## config.mk

```make
export PLATFORM = sky130hd
export DESIGN_NAME = spmv_sram_arbiter
export DESIGN_NICKNAME = d
export VERILOG_FILES = /design/src/rtl/spmv_pkg.sv /design/src/rtl/spmv_rd_tag_pipe.sv /design/src/rtl/spmv_sram_arbiter.sv
export SDC_FILE = /design/constraint.sdc
export NUM_CORES = 1
export LEC_CHECK = 0
export BUFFER_PORTS_ARGS = -buffer_cell sky130_fd_sc_hd__buf_2
export CORE_AREA = 4 4 511 513
export DETAILED_ROUTE_END_ITERATION = 7
export DIE_AREA = 0 0 515 517
export SLEW_MARGIN = 20
export SYNTH_ARGS = -nofsm -noshare
export SYNTH_HDL_FRONTEND = slang
export SYNTH_HIERARCHICAL = 1
export SYNTH_SLANG_ARGS = --single-unit
```

## constraint.sdc

```tcl
create_clock -name i_clk -period 4.4 [get_ports i_clk]
set_input_delay 0.44 -clock i_clk [delete_from_list [all_inputs] [get_ports i_clk]]
set_output_delay 0.44 -clock i_clk [all_outputs]
set_load 0.05 [all_outputs]
```

## src/rtl/spmv_pkg.sv

```systemverilog
// Shared definitions for the SpMV SRAM arbiter: owner encodings, default widths
// and the read-return tag carried down the latency pipe.
package spmv_pkg;

  localparam int DW_DEF = 256;
  localparam int AW_DEF = 5;

  typedef enum logic [1:0] {
    OWNER_IDLE = 2'b00,
    OWNER_R0   = 2'b01,
    OWNER_R1   = 2'b10
  } owner_e;

  typedef struct packed {
    logic valid;
    logic id;
  } rd_tag_t;

endpackage

```

## src/rtl/spmv_rd_tag_pipe.sv

```systemverilog
// RD_LAT-deep shift register of {valid, id} tags; the tail lines up with the
// SRAM read data so each return is routed to the requester that issued it.
module spmv_rd_tag_pipe
  import spmv_pkg::*;
#(
  parameter int RD_LAT = 1
) (
  input  logic clk,
  input  logic rst,
  input  logic push_valid,
  input  logic push_id,
  output logic tail_valid,
  output logic tail_id
);

  rd_tag_t stage [RD_LAT];

  // NOTE: every stage is reset, not just the head, so in-flight reads are dropped on reset.
  always_ff @(posedge clk) begin
    if (rst) begin
      for (int i = 0; i < RD_LAT; i++) stage[i] <= '0;
    end else begin
      stage[0] <= '{valid: push_valid, id: push_id};
      for (int i = 1; i < RD_LAT; i++) stage[i] <= stage[i-1];
    end
  end

  assign tail_valid = stage[RD_LAT-1].valid;
  assign tail_id    = stage[RD_LAT-1].id;

endmodule

```

## src/rtl/spmv_sram_arbiter.sv

```systemverilog
// Round-robin arbiter with burst lock sharing one SRAM port between the SpMV ops
// engine (R0) and the host/poll controller (R1), with tag-routed read returns.
module spmv_sram_arbiter
  import spmv_pkg::*;
#(
  parameter int DW        = DW_DEF,
  parameter int AW        = AW_DEF,
  parameter int RD_LAT    = 1,
  parameter int MAX_BURST = 16
) (
  input  logic          i_clk,
  input  logic          i_rst,
  input  logic          i_req0,
  input  logic          i_req1,
  input  logic          i_last0,
  input  logic          i_last1,
  input  logic          i_wr0,
  input  logic          i_wr1,
  input  logic [AW-1:0] i_addr0,
  input  logic [AW-1:0] i_addr1,
  input  logic [DW-1:0] i_wdata0,
  input  logic [DW-1:0] i_wdata1,
  output logic          o_gnt0,
  output logic          o_gnt1,
  output logic          o_rvalid0,
  output logic          o_rvalid1,
  output logic [DW-1:0] o_rdata,
  output logic [AW-1:0] o_address,
  output logic          o_wr_en,
  output logic [DW-1:0] o_write_data,
  input  logic [DW-1:0] i_read_data,
  output logic [1:0]    o_owner
);

  localparam int            CW      = $clog2(MAX_BURST);
  localparam logic [CW-1:0] CNT_MAX = CW'(MAX_BURST - 1);

  owner_e        state;
  logic          last_owner;
  logic [CW-1:0] burst_cnt;
  logic          at_max;
  logic          release0;
  logic          release1;
  logic          tail_valid;
  logic          tail_id;

  assign o_gnt0 = (state == OWNER_R0) && i_req0;
  assign o_gnt1 = (state == OWNER_R1) && i_req1;
  assign at_max = (burst_cnt == CNT_MAX);

  // Only evaluated while the side owns the port, where grant == req.
  assign release0 = !i_req0 || i_last0 || (at_max && i_req1);
  assign release1 = !i_req1 || i_last1 || (at_max && i_req0);

  // NOTE: sequential state uses non-blocking assignments so all registers update together.
  always_ff @(posedge i_clk) begin
    if (i_rst) begin
      state      <= OWNER_IDLE;
      last_owner <= 1'b1;
      burst_cnt  <= '0;
    end else begin
      case (state)
        OWNER_IDLE: begin
          if (i_req0 && i_req1) state <= last_owner ? OWNER_R0 : OWNER_R1;
          else if (i_req0)      state <= OWNER_R0;
          else if (i_req1)      state <= OWNER_R1;
        end
        OWNER_R0: begin
          if (release0) begin
            state      <= i_req1 ? OWNER_R1 : OWNER_IDLE;
            last_owner <= 1'b0;
            burst_cnt  <= '0;
          end else if (!at_max) begin
            burst_cnt <= burst_cnt + 1'b1;
          end
        end
        OWNER_R1: begin
          if (release1) begin
            state      <= i_req0 ? OWNER_R0 : OWNER_IDLE;
            last_owner <= 1'b1;
            burst_cnt  <= '0;
          end else if (!at_max) begin
            burst_cnt <= burst_cnt + 1'b1;
          end
        end
        default: state <= OWNER_IDLE;
      endcase
    end
  end

  // NOTE: outputs get defaults before the mux so no path leaves them unassigned (no latch).
  always_comb begin
    o_address    = '0;
    o_wr_en      = 1'b0;
    o_write_data = '0;
    if (o_gnt0) begin
      o_address    = i_addr0;
      o_wr_en      = i_wr0;
      o_write_data = i_wdata0;
    end else if (o_gnt1) begin
      o_address    = i_addr1;
      o_wr_en      = i_wr1;
      o_write_data = i_wdata1;
    end
  end

  spmv_rd_tag_pipe #(
    .RD_LAT(RD_LAT)
  ) u_rd_tag_pipe (
    .clk       (i_clk),
    .rst       (i_rst),
    .push_valid((o_gnt0 && !i_wr0) || (o_gnt1 && !i_wr1)),
    .push_id   (o_gnt1),
    .tail_valid(tail_valid),
    .tail_id   (tail_id)
  );

  assign o_rvalid0 = tail_valid && !tail_id;
  assign o_rvalid1 = tail_valid && tail_id;
  assign o_rdata   = tail_valid ? i_read_data : '0;
  assign o_owner   = state;

endmodule

```

-- After elaboration in Yosys (flattened, before gate mapping)
Memory sizes are Yosys's and may differ from the RTL's.
Cells that the tools add are included.
- logic and storage cells: 63
- bits in registers: 7
- memories: 1
- memory bits (writable): 2
- equality and inequality tests: 6
- reductions and logical operators: 24
- add/sub/neg operators: 1
- muxes and demuxes: 28
- memories (name ; words ; width ; read ports ; clocked after memory_dff ; wr ports ; RTL line ; RTL):
    u_rd_tag_pipe.stage ; 1 ; 2 ; 1 ; 0 ; 1 ; spmv_rd_tag_pipe.sv:16 ; rd_tag_t stage [RD_LAT];
- operators with widths (operator ; count):
    2-to-1 mux 256 bit ; 3
    2-to-1 mux 2 bit ; 8
    2-to-1 mux 4 bit ; 3
    2-to-1 mux 5 bit ; 2
    logical AND 1 bit ; 9
    2-to-1 mux 1 bit ; 9
    case mux 4 bit (2 select lines) ; 1
    case mux 2 bit (3 select lines) ; 1
    AND reduction 3 bit ; 2
    logical NOT 1 bit ; 5
    logical OR 1 bit ; 5
    adder 4 x 1 -> 4 bit (second input constant) ; 1
    == test 4 bit (second input constant) ; 1
    inequality test 2 bit (second input constant) ; 2
    inequality test 4 bit (second input constant) ; 1
    == test 2 x 1 -> 1 bit (second input constant) ; 1
    == test 2 bit (second input constant) ; 1
    logical NOT 2 bit ; 1
    case mux 1 bit (2 select lines) ; 1
    nonzero test 2 bit ; 1
    OR reduction 2 bit ; 1

-- Logic depth before layout (Yosys ltp)
- depth in word-level cells: 5
- depth in mapped cells: 8
- mapped depth without buffers: 6

-- By module
The synthesis kept the hierarchy.
- by module, submodules not included (module ; area each (µm²) ; instances ; seq. area each (µm²) ; cells an instance):
    spmv_sram_arbiter ; 4852.2 ; 1 ; 140.1 ; 672
    spmv_rd_tag_pipe ; 52.6 ; 1 ; 40.0 ; 4

-- Least setup slack after synthesis
Ideal clock, no wire load.
- path kind: reg-to-output
- start point: reg state[0] (netlist: o_owner[0])
- end point: out o_address[0]
- required time: 3960 ps
- setup slack: 1406 ps
- arrival: 2554 ps
- cell stages (with the launch flop): 7
- cells stage by stage: dfxtp_1 ha_1 nand2_1 inv_1 buf_2 clkbuf_1 a22o_1
- elaborated cells between the ends (all ways): 6
- classes of those cells: eq/ne (2); mux (2); reduce/logical (2)
- RTL lines (element ; RTL line ; RTL):
    start: declaration ; spmv_sram_arbiter.sv:38 ; owner_e state;
    start signal: assignment ; spmv_sram_arbiter.sv:64 ; if (i_req0 && i_req1) state <= last_owner ? OWNER_R0 : OWNER_R1;
    start signal: assignment ; spmv_sram_arbiter.sv:70 ; state <= i_req1 ? OWNER_R1 : OWNER_IDLE;
    start signal: assignment ; spmv_sram_arbiter.sv:79 ; state <= i_req0 ? OWNER_R0 : OWNER_IDLE;
    == test 2 x 1 -> 1 bit ; spmv_sram_arbiter.sv:47 ; assign o_gnt0 = (state == OWNER_R0) && i_req0;
    logical AND 1 bit ; spmv_sram_arbiter.sv:47 ;
    named net o_gnt0 ; spmv_sram_arbiter.sv:23 ; output logic o_gnt0,
    2-to-1 mux 5 bit ; spmv_sram_arbiter.sv:96 ; if (o_gnt0) begin
    end: declaration ; spmv_sram_arbiter.sv:28 ; output logic [AW-1:0] o_address,
The timed path passes the listed nets, and every way through them passes these cells.

-- Final worst setup path
- start point: reg state[1] (netlist: o_owner[1])
- end point: out o_write_data[133]
- word-level cells in the longest chain between the ends: 4
- elaborated cells between the ends (all ways): 6
- classes of those cells: eq/ne (2); mux (2); reduce/logical (2)
- RTL lines (element ; RTL line ; RTL):
    == test 2 bit ; spmv_sram_arbiter.sv:48 ; assign o_gnt1 = (state == OWNER_R1) && i_req1;
    logical AND 1 bit ; spmv_sram_arbiter.sv:48 ;
    2-to-1 mux 256 bit ; spmv_sram_arbiter.sv:100 ; end else if (o_gnt1) begin
    2-to-1 mux 256 bit * ; spmv_sram_arbiter.sv:96 ;
    end: declaration ; spmv_sram_arbiter.sv:30 ; output logic [DW-1:0] o_write_data,
Every way passes the cells marked *; elsewhere a longest branch is shown, timed or not.

==> impl_metrics.toml <==
[run_status]
outcome = "finished, final reports clean"

[drt]
antenna_left = 0
viasPerCell = 2.464
route.detailed.drc = 0
vias = 13180
wire_per_inst_um = 46.46
first_pass_iters = 5
drt-initial-drc-count = 655
routed_wl_um = 248600

[floorplanning]
num_io_pins = 1310
coreArea_sq_mm = 0.2562
die_area_sq_mm = 0.2663
die_height_um = 517
rows = 186
initial_core_util = 0.01914
die_x_um = 515

[worst_setup_path]
cp_data_arrival_time_ps = 2880
crit_fanout = 67
cp-end-kind = "output port"
cpPeakStageDelay_ps = 370
critical_path.most_common_cell = "buf_4"
crit_required_ps = 3960
cp_cell_sequence = "inv_1 -> ha_1 -> nand2_1 -> inv_8 -> nor2_4 -> buf_12 -> buf_4 -> buf_4 -> a22o_1 -> buf_2"
crit_type = "register to output port"
slowest_stage = "dfxtp_1"
critPathLaunchType = "register"

[clock_network]
tritoncts = "done"
post_cts_buffers = 0
cts_buffer_depth = 2
htree_levels = 1
clock_sinks = 9
cts_made_buffers = 3
insertion_delay_ps = 240
ctsResizeCount = 0
clock_tree.root_cell = "clkbuf_16"
postCtsHoldBufs = 0
path_clk_slew_ps = 40

[synthesis]
ys_types = 38
synth_edf_count = 0
postSynthAreaPerCell_sq_um = 7.255
ys_ff_latch = 9
synthArstFlopShare = 0
yosysSeqAreaShare = 0.03673
synth_flop_cell = "dfxtp_1"
synthCells = 676
syn-num-nets = 1467
synth_area_sq_mm = 0.004905
yosysWarnings = 6

[timing]
setup_slack_ps = 1082
slew_headroom = 0.5314
timing.final.crit_period_ps = 3318
rsz0062_at_grt = "false"
fmax_mhz = 301.4
drv_slew = 0
setup_viol_count_final = 0
hold_violations = 0
finalCritPeriodShare = 0.7542
skew_ps = 4.944
worst_pin_slew_ps = 702.9
setup_total_negative_slack_ps = 0

[power_and_ir_drop]
finalPower_mw = 3.427
ir_worst_vdd_mv = 0.1226
p_leak_nw = 8.055
p_per_area_mw_per_mm2 = 212.5

[global_route]
grt_pass1_vias = 11260
grt_first_pass_wirelength_um = 271800
grt_use_total = 0.1778
antenna_found_initial = 380
grt_overflow = 0
grt_max_degree = 149

[place]
finalWeightedCongestion = 1.160
place_ws_ps = 1284
hpwl_um = 241300
placement.io_buffers = 1309

[final_layout]
layout_commonest_cell = "buf_2"
final_nets = 2708
final_cell_mix = "1272 x buf_2, 262 x a22o_1, 257 x and2_1, 34 x buf_12, 16 x buf_4"
drive_above_1_share = 0.6942
fin_util = 0.06293
syn_to_final_growth_pct = 228.7

[min_path]
min_path_type = "register to register"

[run]
cap_viol_max_count = 0
==> flip-flops by register name (all words and copies together) (netlist names) <==
name / cells
burst_cnt: 4
u_rd_tag_pipe/stage: 2
o_owner: 2
last_owner: 1
==> final timing paths <==
path / cells after the start / from / slack (ps) / to
max: 10 / o_owner[1] / 1080 / o_write_data[133]
min: 2 / o_owner[1] / 510 / o_owner[1]
max reg2reg: 6 / o_owner[0] / 2570 / burst_cnt[1]
min reg2reg: 2 / o_owner[1] / 510 / o_owner[1]
==> per-layer routing <==
layer  GRT usage  vias up  share of wire
met4     0.03637      128          0.036
met3      0.1031      735           0.14
met2      0.2864     1593           0.43
met5           0        -         0.0033
met1      0.2036     5663           0.39
li1            -     5064              -
==> critical path: cells and delay by family (launching register included) <==
family | cells | cell delay (ps)
compound gates | 1 | 180
flops | 1 | 370
simple gates | 2 | 410
buf+inv | 6 | 1350
fa+ha+maj | 1 | 250
==> metrics by stage <==
step	std cells	hold WS (ps)	area (sq um)
floorplan	676	436.1	4905
global placement	5296	455.2	15920
detailed placement	5296	497.2	15920
CTS	5300	511.1	16000
global route	5329	533.5	16070
finish	5350	507.1	16120
==> synthesized netlist by cell type (all sizes together) (3+ instances only) <==
master,number,area [sq um]
a22o,262,2295
and2,257,1608
buf,50,262.8
clkbuf,36,135.1
dfxtp,9,180.2
inv,8,30.03
nand2,7,26.28
ha,5,62.56
a21oi,4,20.02
nor2b,4,25.02
o21ai,3,15.01
o22ai,3,18.77
==> kinds of logic after synthesis <==
kind of cell,share of synthesized area
simple gates,0.3617
mux,0.002041
compound gates,0.4995
flops,0.03673
buf+inv,0.08724
fa+ha+maj,0.01276
==> where the power goes <==
group / leakage (nW) / total [mW] / internal [mW] / switching, mW
logic: 7.94 / 3.16 / 0.762 / 2.40
registers: 0.0740 / 0.102 / 0.0885 / 0.0138
clock network: 0.0412 / 0.164 / 0.120 / 0.0442
total: 8.05 / 3.43 / 0.971 / 2.46
==> final cells by class <==
type / instances / area (sq um)
antenna: 50 / 125.1
clock buffer: 3 / 75.07
clock inverter: 1 / 5.005
fill: 30450 / 240100
inverter: 8 / 37.54
multi-input combinational: 573 / 4297
sequential: 9 / 183.9
tap: 3384 / 4234
timing repair buffer: 1322 / 7167
(Power assumes the default switching activity.)
